$ cat src/rtl/idu_pkg.sv
// Shared RV32I decode encodings and the IDU-to-EXU bundle type. The execute stage uses
// the same encodings, so values here must not be reordered.
package idu_pkg;
  localparam int CPU_WIDTH           = 32;
  localparam int REG_ADDR_WIDTH      = 5;
  localparam int DATA_MEM_ADDR_WIDTH = 32;
  localparam int ALU_OP_WIDTH        = 4;
  localparam int BRAN_WIDTH          = 3;
  localparam int JUMP_WIDTH          = 2;
  localparam int MEM_OP_WIDTH        = 3;

  localparam logic [6:0] OPC_LUI    = 7'b0110111;
  localparam logic [6:0] OPC_AUIPC  = 7'b0010111;
  localparam logic [6:0] OPC_JAL    = 7'b1101111;
  localparam logic [6:0] OPC_JALR   = 7'b1100111;
  localparam logic [6:0] OPC_BRANCH = 7'b1100011;
  localparam logic [6:0] OPC_LOAD   = 7'b0000011;
  localparam logic [6:0] OPC_STORE  = 7'b0100011;
  localparam logic [6:0] OPC_OPIMM  = 7'b0010011;
  localparam logic [6:0] OPC_OP     = 7'b0110011;

  // mem_op carries funct3 unchanged: B/H/W signed, BU/HU unsigned
  localparam logic [MEM_OP_WIDTH-1:0] MEM_OP_B  = 3'b000;
  localparam logic [MEM_OP_WIDTH-1:0] MEM_OP_H  = 3'b001;
  localparam logic [MEM_OP_WIDTH-1:0] MEM_OP_W  = 3'b010;
  localparam logic [MEM_OP_WIDTH-1:0] MEM_OP_BU = 3'b100;
  localparam logic [MEM_OP_WIDTH-1:0] MEM_OP_HU = 3'b101;

  typedef enum logic [ALU_OP_WIDTH-1:0] {
    ALU_AND, ALU_OR, ALU_XOR, ALU_ADD, ALU_SUB, ALU_SLL,
    ALU_SRL, ALU_SRA, ALU_SLT, ALU_SLTU, ALU_EQU
  } alu_op_e;

  typedef enum logic [BRAN_WIDTH-1:0] {
    BRAN_NONE, BRAN_BEQ, BRAN_BNE, BRAN_BLT, BRAN_BGE, BRAN_BLTU, BRAN_BGEU
  } bran_e;

  typedef enum logic [JUMP_WIDTH-1:0] {JUMP_NONE, JUMP_JAL, JUMP_JALR} jump_e;

  typedef struct packed {
    logic [CPU_WIDTH-1:0]           pc;
    logic [CPU_WIDTH-1:0]           inst;
    bran_e                          branch;
    jump_e                          jump;
    logic                           reg_wen;
    logic [REG_ADDR_WIDTH-1:0]      reg_waddr;
    logic                           mem_wen;
    logic                           mem_ren;
    logic [DATA_MEM_ADDR_WIDTH-1:0] mem_waddr;
    logic [DATA_MEM_ADDR_WIDTH-1:0] mem_raddr;
    logic                           mem2reg;
    logic [MEM_OP_WIDTH-1:0]        mem_op;
    alu_op_e                        alu_op;
    logic [CPU_WIDTH-1:0]           alu_src1;
    logic [CPU_WIDTH-1:0]           alu_src2;
    logic                           illegal;
  } idu_bundle_t;

  function automatic alu_op_e alu_of_funct3(input logic [2:0] f3, input logic alt);
    case (f3)
      3'b000:  return alt ? ALU_SUB : ALU_ADD;
      3'b001:  return ALU_SLL;
      3'b010:  return ALU_SLT;
      3'b011:  return ALU_SLTU;
      3'b100:  return ALU_XOR;
      3'b101:  return alt ? ALU_SRA : ALU_SRL;
      3'b110:  return ALU_OR;
      default: return ALU_AND;
    endcase
  endfunction
endpackage

$ cat src/rtl/idu_dec.sv
// Combinational RV32I decoder: instruction, PC and register data in, EXU bundle out.
// Branch and jump targets are rebuilt in EXU from the forwarded instruction word.
module idu_dec
  import idu_pkg::*;
#(
  parameter bit ILLEGAL_AS_NOP = 1'b1
) (
  input  logic [CPU_WIDTH-1:0] i_pc,
  input  logic [CPU_WIDTH-1:0] i_inst,
  input  logic [CPU_WIDTH-1:0] i_rs1,
  input  logic [CPU_WIDTH-1:0] i_rs2,
  output idu_bundle_t          o_dec
);
  logic [6:0]                w_opc;
  logic [2:0]                w_f3;
  logic [REG_ADDR_WIDTH-1:0] w_rd;
  logic [CPU_WIDTH-1:0]      w_imm_i;
  logic [CPU_WIDTH-1:0]      w_imm_s;
  logic [CPU_WIDTH-1:0]      w_imm_u;
  logic [CPU_WIDTH-1:0]      w_sum_i;
  logic [CPU_WIDTH-1:0]      w_sum_s;
  logic                      w_writes_rd;

  assign w_opc   = i_inst[6:0];
  assign w_f3    = i_inst[14:12];
  assign w_rd    = i_inst[11:7];
  assign w_imm_i = {{20{i_inst[31]}}, i_inst[31:20]};
  assign w_imm_s = {{20{i_inst[31]}}, i_inst[31:25], i_inst[11:7]};
  assign w_imm_u = {i_inst[31:12], 12'b0};
  assign w_sum_i = i_rs1 + w_imm_i;
  assign w_sum_s = i_rs1 + w_imm_s;

  always_comb begin
    o_dec        = '0;
    o_dec.pc     = i_pc;
    o_dec.inst   = i_inst;
    o_dec.alu_op = ALU_ADD;
    o_dec.branch = BRAN_NONE;
    o_dec.jump   = JUMP_NONE;
    w_writes_rd  = 1'b0;
    case (w_opc)
      OPC_OP: begin
        w_writes_rd    = 1'b1;
        o_dec.alu_src1 = i_rs1;
        o_dec.alu_src2 = i_rs2;
        o_dec.alu_op   = alu_of_funct3(w_f3, i_inst[30]);
      end
      OPC_OPIMM: begin
        w_writes_rd    = 1'b1;
        o_dec.alu_src1 = i_rs1;
        o_dec.alu_src2 = (w_f3 == 3'b001 || w_f3 == 3'b101) ? {27'b0, i_inst[24:20]} : w_imm_i;
        // inst[30] is immediate data for ADDI, so only the shift-right form may use it
        o_dec.alu_op   = alu_of_funct3(w_f3, (w_f3 == 3'b101) & i_inst[30]);
      end
      OPC_LUI: begin
        w_writes_rd    = 1'b1;
        o_dec.alu_src2 = w_imm_u;
      end
      OPC_AUIPC: begin
        w_writes_rd    = 1'b1;
        o_dec.alu_src1 = i_pc;
        o_dec.alu_src2 = w_imm_u;
      end
      OPC_JAL, OPC_JALR: begin
        w_writes_rd    = 1'b1;
        o_dec.alu_src1 = i_pc;
        o_dec.alu_src2 = 32'd4;
        o_dec.jump     = (w_opc == OPC_JAL) ? JUMP_JAL : JUMP_JALR;
      end
      OPC_BRANCH: begin
        o_dec.alu_src1 = i_rs1;
        o_dec.alu_src2 = i_rs2;
        case (w_f3)
          3'b000:  begin o_dec.branch = BRAN_BEQ;  o_dec.alu_op = ALU_EQU;  end
          3'b001:  begin o_dec.branch = BRAN_BNE;  o_dec.alu_op = ALU_EQU;  end
          3'b100:  begin o_dec.branch = BRAN_BLT;  o_dec.alu_op = ALU_SLT;  end
          3'b101:  begin o_dec.branch = BRAN_BGE;  o_dec.alu_op = ALU_SLT;  end
          3'b110:  begin o_dec.branch = BRAN_BLTU; o_dec.alu_op = ALU_SLTU; end
          3'b111:  begin o_dec.branch = BRAN_BGEU; o_dec.alu_op = ALU_SLTU; end
          default: o_dec.branch = BRAN_NONE;
        endcase
      end
      OPC_LOAD: begin
        w_writes_rd     = 1'b1;
        o_dec.mem_ren   = 1'b1;
        o_dec.mem2reg   = 1'b1;
        o_dec.mem_raddr = w_sum_i;
        o_dec.mem_op    = w_f3;
        o_dec.alu_src1  = i_rs1;
        o_dec.alu_src2  = w_imm_i;
      end
      OPC_STORE: begin
        o_dec.mem_wen   = 1'b1;
        o_dec.mem_waddr = w_sum_s;
        o_dec.mem_op    = w_f3;
        o_dec.alu_src1  = i_rs1;
        o_dec.alu_src2  = i_rs2;
      end
      default: o_dec.illegal = ILLEGAL_AS_NOP;
    endcase
    if (w_writes_rd) begin
      o_dec.reg_waddr = w_rd;
      o_dec.reg_wen   = (w_rd != '0);
    end
  end
endmodule

$ cat src/rtl/idu.sv
// Decode stage: valid/ready intake from IFU, one-entry output register toward EXU,
// flush from branch/jump resolution overriding everything but reset.
module idu
  import idu_pkg::*;
#(
  parameter bit ILLEGAL_AS_NOP = 1'b1
) (
  input  logic                           clk,
  input  logic                           rst_n,
  input  logic                           enable,
  input  logic                           flush,
  input  logic                           ifu2idu_en,
  input  logic [CPU_WIDTH-1:0]           ifu2idu_pc,
  input  logic [CPU_WIDTH-1:0]           ifu2idu_inst,
  output logic                           idu_ready,
  output logic [REG_ADDR_WIDTH-1:0]      reg1_raddr,
  output logic [REG_ADDR_WIDTH-1:0]      reg2_raddr,
  input  logic [CPU_WIDTH-1:0]           reg1_rdata,
  input  logic [CPU_WIDTH-1:0]           reg2_rdata,
  input  logic                           exu_ready,
  output logic                           idu2exu_en,
  output logic [CPU_WIDTH-1:0]           idu2exu_pc,
  output logic [CPU_WIDTH-1:0]           idu2exu_inst,
  output logic [BRAN_WIDTH-1:0]          idu2exu_branch,
  output logic [JUMP_WIDTH-1:0]          idu2exu_jump,
  output logic                           idu2exu_reg_wen,
  output logic [REG_ADDR_WIDTH-1:0]      idu2exu_reg_waddr,
  output logic                           idu2exu_mem_wen,
  output logic                           idu2exu_mem_ren,
  output logic [DATA_MEM_ADDR_WIDTH-1:0] idu2exu_mem_waddr,
  output logic [DATA_MEM_ADDR_WIDTH-1:0] idu2exu_mem_raddr,
  output logic                           idu2exu_mem2reg,
  output logic [MEM_OP_WIDTH-1:0]        idu2exu_mem_op,
  output logic [ALU_OP_WIDTH-1:0]        idu2exu_alu_op,
  output logic [CPU_WIDTH-1:0]           idu2exu_alu_src1,
  output logic [CPU_WIDTH-1:0]           idu2exu_alu_src2,
  output logic                           idu_illegal
);
  idu_bundle_t w_dec;
  idu_bundle_t r_bundle;
  logic        r_en;
  logic        w_accept;

  idu_dec #(.ILLEGAL_AS_NOP(ILLEGAL_AS_NOP)) u_dec (
    .i_pc   (ifu2idu_pc),
    .i_inst (ifu2idu_inst),
    .i_rs1  (reg1_rdata),
    .i_rs2  (reg2_rdata),
    .o_dec  (w_dec)
  );

  assign reg1_raddr = ifu2idu_inst[19:15];
  assign reg2_raddr = ifu2idu_inst[24:20];
  assign idu_ready  = enable & ~flush & (~r_en | exu_ready);
  assign w_accept   = ifu2idu_en & idu_ready;

  // Payload holds after a drain; only the valid bit tracks occupancy
  always_ff @(posedge clk or negedge rst_n) begin
    if (!rst_n) begin
      r_en     <= 1'b0;
      r_bundle <= '0;
    end else if (flush) begin
      r_en <= 1'b0;
    end else if (enable) begin
      if (w_accept) begin
        r_bundle <= w_dec;
        r_en     <= 1'b1;
      end else if (exu_ready) begin
        r_en <= 1'b0;
      end
    end
  end

  assign idu2exu_en        = r_en;
  assign idu2exu_pc        = r_bundle.pc;
  assign idu2exu_inst      = r_bundle.inst;
  assign idu2exu_branch    = r_bundle.branch;
  assign idu2exu_jump      = r_bundle.jump;
  assign idu2exu_reg_wen   = r_bundle.reg_wen;
  assign idu2exu_reg_waddr = r_bundle.reg_waddr;
  assign idu2exu_mem_wen   = r_bundle.mem_wen;
  assign idu2exu_mem_ren   = r_bundle.mem_ren;
  assign idu2exu_mem_waddr = r_bundle.mem_waddr;
  assign idu2exu_mem_raddr = r_bundle.mem_raddr;
  assign idu2exu_mem2reg   = r_bundle.mem2reg;
  assign idu2exu_mem_op    = r_bundle.mem_op;
  assign idu2exu_alu_op    = r_bundle.alu_op;
  assign idu2exu_alu_src1  = r_bundle.alu_src1;
  assign idu2exu_alu_src2  = r_bundle.alu_src2;
  assign idu_illegal       = r_bundle.illegal;
endmodule
$ cat config.mk
export PLATFORM = sky130hd
export DESIGN_NAME = idu
export DESIGN_NICKNAME = d
export VERILOG_FILES = /design/src/rtl/idu_pkg.sv /design/src/rtl/idu_dec.sv /design/src/rtl/idu.sv
export SDC_FILE = /design/constraint.sdc
export NUM_CORES = 1
export LEC_CHECK = 0
export ABC_AREA = 0
export BUFFER_PORTS_ARGS = -buffer_cell sky130_fd_sc_hd__buf_4
export CORE_AREA = 4 4 164 166
export CTS_CLUSTER_DIAMETER = 200
export DETAILED_ROUTE_END_ITERATION = 8
export DIE_AREA = 0 0 168 170
export GPL_TIMING_DRIVEN = 0
export PLACE_DENSITY_LB_ADDON = 0.15
export SLEW_MARGIN = 20
export SYNTH_ARGS = -nofsm -noshare
export SYNTH_HDL_FRONTEND = slang
export SYNTH_SLANG_ARGS = --single-unit
$ cat constraint.sdc
create_clock -name clk -period 5.21 [get_ports clk]
set_clock_uncertainty 0.1 [all_clocks]
set_input_delay 1.563 -clock clk [delete_from_list [all_inputs] [get_ports clk]]
set_output_delay 1.563 -clock clk [all_outputs]
set_load 0.05 [all_outputs]
==> summary.md, run 1 <==
| Metric | Value |
|---|---|
| Post-Syn Nets | `1453` |
| Antenna violations before repair | `0` |
| Hold Crit Class | `reg2reg` |
| Final GP Congestion | `between 0.9 and 1` |
| Clock Path Buffers | `3` |
| Status | `complete, no violations` |
| HPWL after detailed placement | `roughly 32000 um` |
| Net switching power | `approximately 1700 uW` |
| Antenna diodes | `0` |
| Post-Syn Instances | `about 1.3k` |
| Fillcell total | `approximately 2.3k` |
| Fin. Hold Viols | `0` |
| Via Count | `~11k` |
| Root Driver | `clkbuf_16` |
| CP Max Fanout | `3` |
| Layout Nets | `between 1.5k and 2k` |
| Reg2Reg Setup Slack | `between 2 and 2.5 ns` |
| Chip width | `approximately 170 um` |
| Setup repair bufs after CTS | `0` |
| Clock sinks | `214` |
| Total GRT Usage | `27.8%` |
| Area contributors post-synth | `dfrtp_1, nand2_1, o21ai_0, ha_1, a21oi_1` |
| Worst skew pair latency | `0.51 ns` |
| Int Power | `3140 uW` |
| Core Rows | `59` |
| CP arrival | `about 2.2 ns` |
| CP delay by family, top | `buffers and inverters` |
| Routed WL per cell | `20.6 um` |
| Clock power share | `34.0%` |
| Final period util | `~74%` |
| Unrepaired setup endpoints after global routing | `no` |
| Most used cell, CP | `buf_4` |
| Utilization after layout | `approximately three fifths` |
| Via/cell ratio | `around 5.5` |
| Largest net degree at the start of global routing | `92` |
| Worst Setup EP | `idu_ready` |
| DRC Markers | `0` |
| DR iter-0 viols | `just over 900` |
| H-Tree Depth | `1` |
| EDFF count, synth | `0` |
| CP peak stage delay | `0.19 ns` |
| Seq pwr share | `a little under two fifths` |
| Cts repair resizes | `0` |
| Sum of negative setup slack | `0 ns` |
| CTS clock-pin slew for the worst setup and hold paths | `about 0.06 ns` |
| GRT busiest layer | `met2` |
| Top FF cell, synth | `dfrtp_1` |
| Post-Route WL | `between 40000 and 50000 um` |
| Fin. max-slew vios | `0` |
| Register area | `5360 um^2` |
| Warning count from the yosys run | `0` |
| CP Buf/Inv Count | `3` |
| Power density over cell area | `about 320 nW/um^2` |
| Crit path depth | `5` |
| Seq/Total Area, Yosys | `a little under half` |
| P&R area growth vs syn | `34.7%` |
| Met3 usage | `between 5 and 6%` |
| Hold path depth | `2` |
| Worst hold margin | `0.367 ns` |
| Crit path from | `exu_ready` |
| CP Class | `in2out` |
| Avg Synthesized Cell Area | `~8.8 um^2` |
| R2r endpoint | `idu2exu_inst[31]` |
| Die area | `28600 um^2` |
| Height of the die | `170 um` |
| CP Data Required Time | `~3.6 ns` |
| Leak | `approximately 0.0076 uW` |
| Num CTS Buffers | `24` |
| Worst reg2reg path depth | `7` |
| CTS Hold Bufs | `0` |
| VDD IR max | `approximately 0.22 mV` |
| First-pass detailed-route iteration total | `5` |
| Synthesized area | `around 11000 um^2` |
| GR Util met2 | `approximately 45%` |
| Switching Fraction | `34.5%` |
| Initial Util | `a little over two fifths` |
| Met1 usage | `a little under two fifths` |
| Max Cap Violations | `0` |
| Fmax | `0.259 GHz` |
| I/O pin count | `between 300 and 400` |
| I/O Buffers | `approximately 360` |
| Post-DRT Antenna Nets | `0` |
| Startpoint types | `input port` |
| Worst Tran Pin Value | `approximately 0.93 ns` |
| Worst path slowest cell | `buf_4` |
| Final-report setup violation count | `0` |
| Vias in the first global route | `10.9k` |
| Logic pwr share | `between 20 and 30%` |
| Cell taking the most area after synthesis | `dfrtp_1` |
| TritonCTS clock tree | `done` |
| Grt total ovfl | `0` |
| Most frequent cells in the layout | `nand2_1, buf_4, dfrtp_1` |
| Top cell type's share of synthesized area | `about 48%` |
| Synth cell types | `64` |
| Worst R2R Start | `idu2exu_en` |
| Async set-reset flop share out of synthesis | `100%` |
| Multi-input logic area | `5370 um^2` |
| CP endpoint kind | `output port` |
| Share of cells above drive strength 1 | `27.1%` |
| Final Critical Period | `3.87 ns` |
| Commonest non-fill, non-tap cell in the layout | `nand2_1` |
| Relative slew slack | `37.8%` |
| Yosys reg bits | `214` |
| First-pass GRT wire length | `62900 um` |
| Worst-path cell chain | `buf_4 -> inv_1 -> a21oi_2 -> and2_1 -> buf_4` |
| Core area | `25600 um^2` |
-- kinds of logic (layout without fill, tap and decap cells) --
group / count (synthesis) / after routing / synth area share [%]
AO/OA/AOI/OAI: 344 / 344 / 19.8
XOR/XNOR: 52 / 52 / 4.05
adder cells (fa/ha/maj): 38 / 38 / 4.36
buffers and inverters: 112 / 513 / 4.66
flip-flops: 214 / 214 / 47.6
multiplexers: 1 / 1 / 0.100
AND/OR/NAND/NOR: 520 / 520 / 19.4
-- tightest hold or removal path, delay by kind of cell (launching register included) --
family,cells,cell delay (ns)
AND/OR/NAND/NOR,2,0.10
flip-flops,1,0.34
-- flip-flops by register name (all words and copies together) (netlist names) --
name	cells
idu2exu_alu_src1	32
idu2exu_alu_src2	32
idu2exu_inst	32
idu2exu_mem_raddr	32
idu2exu_mem_waddr	32
idu2exu_pc	32
idu2exu_reg_waddr	5
idu2exu_alu_op	4
idu2exu_branch	3
idu2exu_mem_op	3
idu2exu_jump	2
idu2exu_en	1
idu2exu_mem_ren	1
idu2exu_mem_wen	1
idu2exu_reg_wen	1
idu_illegal	1
-- how the worst min path moves through the flow --
stage               slack [ns]                 start              endpoint
finish                    0.37  idu2exu_alu_src1[21]  idu2exu_alu_src1[21]
global route              0.39  idu2exu_alu_src1[20]  idu2exu_alu_src1[20]
CTS                       0.37  idu2exu_alu_src1[21]  idu2exu_alu_src1[21]
detailed placement        0.36  idu2exu_alu_src1[21]  idu2exu_alu_src1[21]
global placement          0.35   idu2exu_alu_src1[6]   idu2exu_alu_src1[6]
floorplan                 0.64       idu2exu_jump[0]       idu2exu_jump[0]
-- cells in the mapped netlist (3+ instances only) --
cell type,n
nand2_1,393
and3_1,7
inv_1,15
a31oi_1,14
a221oi_1,25
or3_1,10
ha_1,36
o21a_1,3
nor2_1,44
a22o_1,6
dfrtp_1,214
o21bai_1,3
and2_1,3
buf_2,16
o21ai_1,23
o311ai_0,3
o21ai_0,109
xnor2_1,22
a21oi_1,59
o211ai_1,7
nor2b_1,3
a211oi_1,4
a22oi_1,8
a21boi_0,3
a21o_1,19
o31ai_1,4
clkbuf_1,59
a21oi_2,3
nand4_1,12
nor3_1,8
a32o_1,4
nand2b_1,11
nand3_1,11
xor2_1,30
a32oi_1,32
buf_4,20
-- routing by layer --
layer	wire (um)	vias to the layer above
met5	0	-
met4	1440	0
met3	3250	88
met2	19000	466
met1	17800	5367
li1	-	5224
-- power groups by stage --
stage / Combinational, uW / Sequential, uW / Clock [uW]
after floorplan: 436 / 2240 / 0
after global placement: 1310 / 1860 / 0
after detailed placement: 1320 / 1860 / 0
after CTS: 1330 / 1830 / 1660
after global routing: 1420 / 1850 / 1740
final: 1330 / 1830 / 1630
-- stage by stage --
| stage | total power (uW) | worst slack (ns) | instance area [um^2] | std cells |
|---|---|---|---|---|
| 2_1_floorplan | 2680 | 1.35 | 11200 | 1281 |
| 3_3_place_gp | 3170 | 0.834 | 14300 | 1973 |
| 3_5_place_dp | 3190 | 0.864 | 14400 | 1975 |
| 4_1_cts | 4820 | 1.34 | 15200 | 2017 |
| 5_1_grt | 5000 | 1.11 | 15200 | 2017 |
| 6_report | 4790 | 1.34 | 15200 | 2017 |
-- area by class of cell --
| type | instances | area share [%] |
|---|---|---|
| plain buffers | 97 | 3.09 |
| flip-flops and latches | 214 | 35.3 |
| clock buffers | 34 | 4.48 |
| well taps | 335 | 2.77 |
| clock inverters | 8 | 0.446 |
| multi-input cells | 955 | 35.4 |
| inverters | 15 | 0.371 |
| repair buffers | 359 | 18.1 |
Power figures use the tool's default switching activity.
==> inputs of run 2 (changes only) <==
Settings changed: ABC_AREA 0 to 1, CORE_AREA 4 4 164 166 to 4 4 171 173, DIE_AREA 0 0 168 170 to 0 0 175 177.
Clock period 5.21 ns to 3.7 ns, I/O delays scaled along.
==> summary.md, run 2 <==
| Metric | Value |
|---|---|
| First-pass GRT wire length | `between 70000 and 80000 um` |
| Total GRT Usage | `between 30% and 40%` |
| Hold Crit Class | `reg2reg` |
| Startpoint types | `input port` |
| Post-Syn Nets | `~1.9k` |
| Synth cell types | `38` |
| Met1 usage | `~41%` |
| Top FF cell, synth | `dfrtp_1` |
| Post-Syn Instances | `approximately 1.7k` |
| Final-report setup violation count | `0` |
| Commonest cells in the netlist | `nand2_1, nand3_1, dfrtp_1` |
| Final period util | `roughly four fifths` |
| Pwr Total | `7190 uW` |
| Most used cell, CP | `nand2_1` |
| Synthesized area | `roughly 12000 um^2` |
| EDFF count, synth | `0` |
| Count leader, synth | `nand2_1` |
| Largest net degree at the start of global routing | `about 80` |
| Clock sinks | `around 210` |
| TritonCTS clock tree | `done` |
| CP Data Required Time | `approximately 4.1 ns` |
| Initial Util | `44.4%` |
| Root Driver | `clkbuf_16` |
| Max Cap Violations | `0` |
| VDD IR max | `~0.28 mV` |
| Status | `complete, no violations` |
| Clock Path Buffers | `3` |
| Core Rows | `61` |
| Met3 usage | `4.34%` |
| DR iter-0 viols | `between 1k and 1.5k` |
| Fin. Hold Viols | `0` |
| Area contributors post-synth | `dfrtp_1, nand2_1, nand3_1, inv_1, ha_1` |
| H-Tree Depth | `1` |
| Worst hold margin | `between 0.3 and 0.4 ns` |
| Utilization after layout | `59.2%` |
| Post-DRT Antenna Nets | `0` |
| Relative slew slack | `between 20% and 30%` |
| Via Count | `~13k` |
| Warning count from the yosys run | `0` |
| Height of the die | `roughly 180 um` |
| Fmax | `around 0.35 GHz` |
| Grt total ovfl | `0` |
| Cts repair resizes | `0` |
| CP Class | `in2reg` |
| Antenna diodes | `0` |
| CP endpoint kind | `register` |
| Unrepaired setup endpoints after global routing | `no` |
| HP Start | `idu2exu_pc[24]` |
| Via/cell ratio | `between 5 and 6` |
| HPWL after detailed placement | `around 39000 um` |
| CTS clock-pin slew for the worst setup and hold paths | `around 0.06 ns` |
| Worst Tran Pin Value | `between 1 and 1.5 ns` |
| Worst-path cell chain | `buf_4 -> inv_1 -> nand2_1 -> nand2_1 -> nor2_1 -> inv_1 -> clkbuf_1 -> clkbuf_1 -> nand2_1 -> nand2_1` |
| Core area | `around 28000 um^2` |
| Share of cells above drive strength 1 | `roughly 21%` |
| I/O pin count | `360` |
| Commonest non-fill, non-tap cell in the layout | `nand2_1` |
| CP Max Fanout | `10` |
| GR Util met2 | `52.6%` |
| DRC Markers | `0` |
| Fin. max-slew vios | `0` |
| GRT busiest layer | `met2` |
| Final GP Congestion | `between 0.9 and 1` |
| Yosys reg bits | `214` |
| Leak | `approximately 0.0094 uW` |
| Antenna violations before repair | `0` |
| Hold path depth | `2` |
| Worst skew pair latency | `approximately 0.52 ns` |
| CP arrival | `about 3.3 ns` |
| Layout Nets | `~2.3k` |
| Num CTS Buffers | `25` |
| CTS Hold Bufs | `0` |
| Hold EP | `idu2exu_pc[24]` |
| Power density over cell area | `439 nW/um^2` |
| Vias in the first global route | `12.9k` |
| Setup repair bufs after CTS | `0` |
| Seq/Total Area, Yosys | `43.6%` |
| Routed WL per cell | `19.5 um` |
| I/O Buffers | `~360` |
| R2r endpoint | `idu2exu_reg_waddr[1]` |
| Async set-reset flop share out of synthesis | `100%` |
| CP peak stage delay | `about 0.85 ns` |
| Worst R2R Start | `idu2exu_en` |
| Worst path slowest cell | `clkbuf_1` |
| Fillcell total | `around 2.7k` |
| Final Critical Period | `about 2.9 ns` |
| Top cell type's share of synthesized area | `43.6%` |
| Chip width | `approximately 180 um` |
| First-pass detailed-route iteration total | `6` |
| P&R area growth vs syn | `33.4%` |
| Most frequent cells in the layout | `nand2_1, buf_4, nand3_1` |
| Worst reg2reg path depth | `8` |
| Cell taking the most area after synthesis | `dfrtp_1` |
| Die area | `around 31000 um^2` |
| Avg Synthesized Cell Area | `7.05 um^2` |
| Reg2Reg Setup Slack | `around 1.2 ns` |
| Post-Route WL | `49300 um` |
==> run 2: how the worst max path moves through the flow <==
stage	startpoint	end	slack (ns)	cells past startpoint
floorplan	enable	idu_ready	0.92	4
detailed placement	exu_ready	idu2exu_jump[1]	0.34	10
global placement	rst_n	idu2exu_mem_raddr[7]	-0.22	1
CTS	flush	idu_ready	0.86	5
global route	exu_ready	idu2exu_reg_waddr[1]	0.59	10
finish	exu_ready	idu2exu_reg_waddr[1]	0.81	10
==> run 2: final cells by class <==
class	instances	area [um^2]	share of cell area, %
repair buffers	360	2750	16.8
clock inverters	10	150	0.917
well taps	378	473	2.89
flip-flops and latches	214	5360	32.7
inverters	180	676	4.13
plain buffers	73	360	2.20
multi-input cells	1273	5880	35.9
clock buffers	35	723	4.42
==> run 2: cell families after synthesis <==
group / share of synthesized area (%)
xor+xnor: 0.500
simple gates: 36.0
buf+inv: 8.44
compound gates: 7.44
flops: 43.6
fa+ha+maj: 4.00
==> run 2: power by group <==
part | total, uW | internal (uW) | switching, uW
sequential | 2600 | 2500 | 96.0
clock | 2640 | 1630 | 1000
combinational | 1950 | 567 | 1390
==> run 2: metrics by stage <==
step	setup TNS, ns	setup slack (ns)	std cells	cell area, um^2
2_1_floorplan	0	0.920	1740	12300
3_3_place_gp	-41.59	-0.221	2476	15400
3_5_place_dp	0	0.344	2478	15500
4_1_cts	0	0.855	2523	16400
5_1_grt	0	0.595	2523	16400
6_report	0	0.809	2523	16400
==> run 2: worst max-delay path, delay by kind of cell <==
kind,cells,cell delay [ns]
buffers and inverters,5,1.65
AND/OR/NAND/NOR,5,0.48
==> run 2: metal layers <==
layer / part of all wire [%] / vias up
met4: 4.1 / 0
met2: 48 / 573
li1: - / 6314
met3: 6.6 / 107
met1: 41 / 6246
met5: 0 / -
==> inputs of run 3 (changes only) <==
Settings changed: ABC_AREA 1 to 0, CORE_AREA 4 4 171 173 to 4 4 164 166, DIE_AREA 0 0 175 177 to 0 0 168 170.
Clock period 3.7 ns to 2.8 ns, I/O delays scaled along.
==> summary.md, run 3 (synthesis results as in run 1) <==
| Metric | Value |
|---|---|
| Hold Crit Class | `in2async` |
| First-pass detailed-route iteration total | `5` |
| Layout Nets | `1837` |
| Met1 usage | `between 30 and 40%` |
| CP arrival | `slightly above 3 ns` |
| Post-DRT Antenna Nets | `0` |
| H-Tree Depth | `1` |
| Reg2Reg Setup Slack | `about 0.15 ns` |
| Clock sinks | `214` |
| Worst reg2reg path depth | `7` |
| Share of cells above drive strength 1 | `about 30%` |
| CTS clock-pin slew for the worst setup and hold paths | `0.06 ns` |
| Worst skew pair latency | `0.52 ns` |
| CP endpoint kind | `register` |
| Met3 usage | `about 5.9%` |
| Antenna diodes | `0` |
| Final Critical Period | `2.75 ns` |
| Fillcell total | `2329` |
| DR iter-0 viols | `between 900 and 1k` |
| Crit path from | `ifu2idu_inst[21]` |
| Core Rows | `approximately 60` |
| GR Util met2 | `between 40% and 50%` |
| Worst R2R Start | `idu2exu_en` |
| Via Count | `roughly 11k` |
| Logic pwr share | `between 20 and 30%` |
| P&R area growth vs syn | `37.4%` |
| CTS Hold Bufs | `0` |
| Worst-path cell chain | `buf_4 -> ha_1 -> a211oi_2 -> o21ai_0 -> a41oi_2 -> o21ai_2 -> a31oi_1 -> xor2_1 -> o21ai_0` |
| Switching Fraction | `about a third` |
| Fin cells | `between 2k and 2.5k` |
| Worst Tran Pin Value | `~0.95 ns` |
| Unrepaired setup endpoints after global routing | `yes` |
| Height of the die | `between 150 and 200 um` |
| Seq pwr share | `36.5%` |
| TritonCTS clock tree | `done` |
| DRC Markers | `0` |
| Fin. Hold Viols | `0` |
| Largest net degree at the start of global routing | `85` |
| Int Power | `roughly 6200 uW` |
| Most used cell, CP | `o21ai_0` |
| CP Max Fanout | `5` |
| CP Class | `in2reg` |
| # placed instances | `between 1.5k and 2k` |
| Final-report setup violation count | `0` |
| Antenna violations before repair | `0` |
| Clock Path Buffers | `3` |
| Via/cell ratio | `~5.6` |
| Status | `complete, no violations` |
| Worst path slowest cell | `a41oi_2` |
| Chip width | `168 um` |
| Relative slew slack | `a little over a third` |
| Total GRT Usage | `28.3%` |
| I/O pin count | `between 300 and 400` |
| Startpoint types | `input port` |
| Vias in the first global route | `10.9k` |
| First-pass GRT wire length | `around 64000 um` |
| HPWL after detailed placement | `32200 um` |
| Num CTS Buffers | `24` |
| Initial Util | `43.9%` |
| Clock power share | `between 30% and 40%` |
| Max Cap Violations | `0` |
| Post-Route WL | `42100 um` |
| Fin. max-slew vios | `0` |
| Grt total ovfl | `0` |
| R2r endpoint | `idu2exu_inst[26]` |
| Power density over cell area | `605 nW/um^2` |
| CP peak stage delay | `between 0.4 and 0.5 ns` |
| I/O Buffers | `roughly 360` |
| Core area | `around 26000 um^2` |
| Routed WL per cell | `between 20 and 25 um` |
| Pwr Total | `just over 9000 uW` |
| VDD IR max | `between 0.4 and 0.5 mV` |
| Fmax | `between 0.3 and 0.4 GHz` |
| CP Data Required Time | `slightly above 3 ns` |
| Final period util | `98.2%` |
| Net switching power | `about 3100 uW` |
| Die area | `around 29000 um^2` |
| Root Driver | `clkbuf_16` |
| Final GP Congestion | `approximately 0.95` |
| GRT busiest layer | `met2` |
| Most frequent cells in the layout | `nand2_1, buf_4, dfrtp_1` |
| Leak | `between 0.007 and 0.008 uW` |
| Worst Setup EP | `idu2exu_mem_raddr[27]` |
| Commonest non-fill, non-tap cell in the layout | `nand2_1` |
[run 3: changes by cell type in the layout (fill, tap and decap cells not counted), sizes merged, moves of 11 or more]
cell | before | now
inv | 180 | 15
o21ai | 79 | 132
xor2 | 3 | 30
nor2 | 59 | 45
nand3 | 239 | 13
nand2b | 0 | 11
clkbuf | 72 | 93
a21o | 1 | 19
xnor2 | 4 | 22
a21oi | 40 | 63
a31oi | 3 | 14
a32oi | 3 | 32
nand2 | 758 | 394
a221oi | 0 | 25
[run 3: through the flow]
| step | area (um^2) | setup slack, ns | TNS [ns] | utilization (%) | hold slack [ns] |
|---|---|---|---|---|---|
| 6_report | 15500 | 0.0496 | 0 | 60.3 | 0.129 |
| 5_1_grt | 15500 | -0.0570 | -0.0734 | 60.3 | 0.147 |
| 4_1_cts | 15400 | -0.00957 | -0.00957 | 60.1 | 0.136 |
| 3_5_place_dp | 14500 | -0.714 | -79.19 | 56.5 | 0.358 |
| 3_3_place_gp | 14400 | -0.854 | -251.47 | 56.3 | 0.351 |
| 2_1_floorplan | 11300 | 0.00191 | 0 | - | 0.444 |
[run 3: timing repair]
item | 4_1_cts | 5_1_grt
gates resized for setup | 12 | 25
buffers inserted | 1 | 1
pin swaps | 0 | 3
setup endpoints to repair | 30 | 49
[run 3: worst min-delay path by stage]
stage | from | end | slack, ns | depth (start not counted)
floorplan | rst_n | idu2exu_alu_op[0] | 0.44 | 0
global placement | idu2exu_alu_src1[14] | idu2exu_alu_src1[14] | 0.35 | 2
detailed placement | idu2exu_alu_src1[25] | idu2exu_alu_src1[25] | 0.36 | 2
CTS | rst_n | idu2exu_alu_src1[29] | 0.14 | 1
global route | rst_n | idu2exu_alu_src1[29] | 0.15 | 1
finish | rst_n | idu2exu_alu_src1[29] | 0.13 | 1
[run 3: layout make-up]
type / count / area, um^2 / area share (%)
Inverter: 15 / 56.3 / 0.364
Timing Repair Buffer: 361 / 2760 / 17.9
Clock inverter: 8 / 119 / 0.769
Tap cell: 335 / 419 / 2.71
Multi-Input combinational cell: 955 / 5540 / 35.8
Clock buffer: 36 / 747 / 4.83
Sequential cell: 214 / 5360 / 34.7
Buffer: 94 / 460 / 2.98
[run 3: power groups by stage]
stage	logic (uW)	clock network, uW	registers [uW]
3_3_place_gp	2440	0	3460
3_5_place_dp	2470	0	3470
5_1_grt	2690	3590	3440
2_1_floorplan	825	0	4170
6_report	2520	3410	3420
4_1_cts	2490	3460	3420
[run 3: per-layer routing]
layer	vias up	share of wire, %
li1	5235	-
met1	5410	43
met2	486	46
met3	77	8.1
met4	0	2.6
met5	-	0
[run 3: worst max-delay path: cells and delay by family]
kind,cells,cell delay [ns]
xor+xnor,1,0.23
buf+inv,1,0.14
fa+ha+maj,1,0.32
compound gates,6,1.50
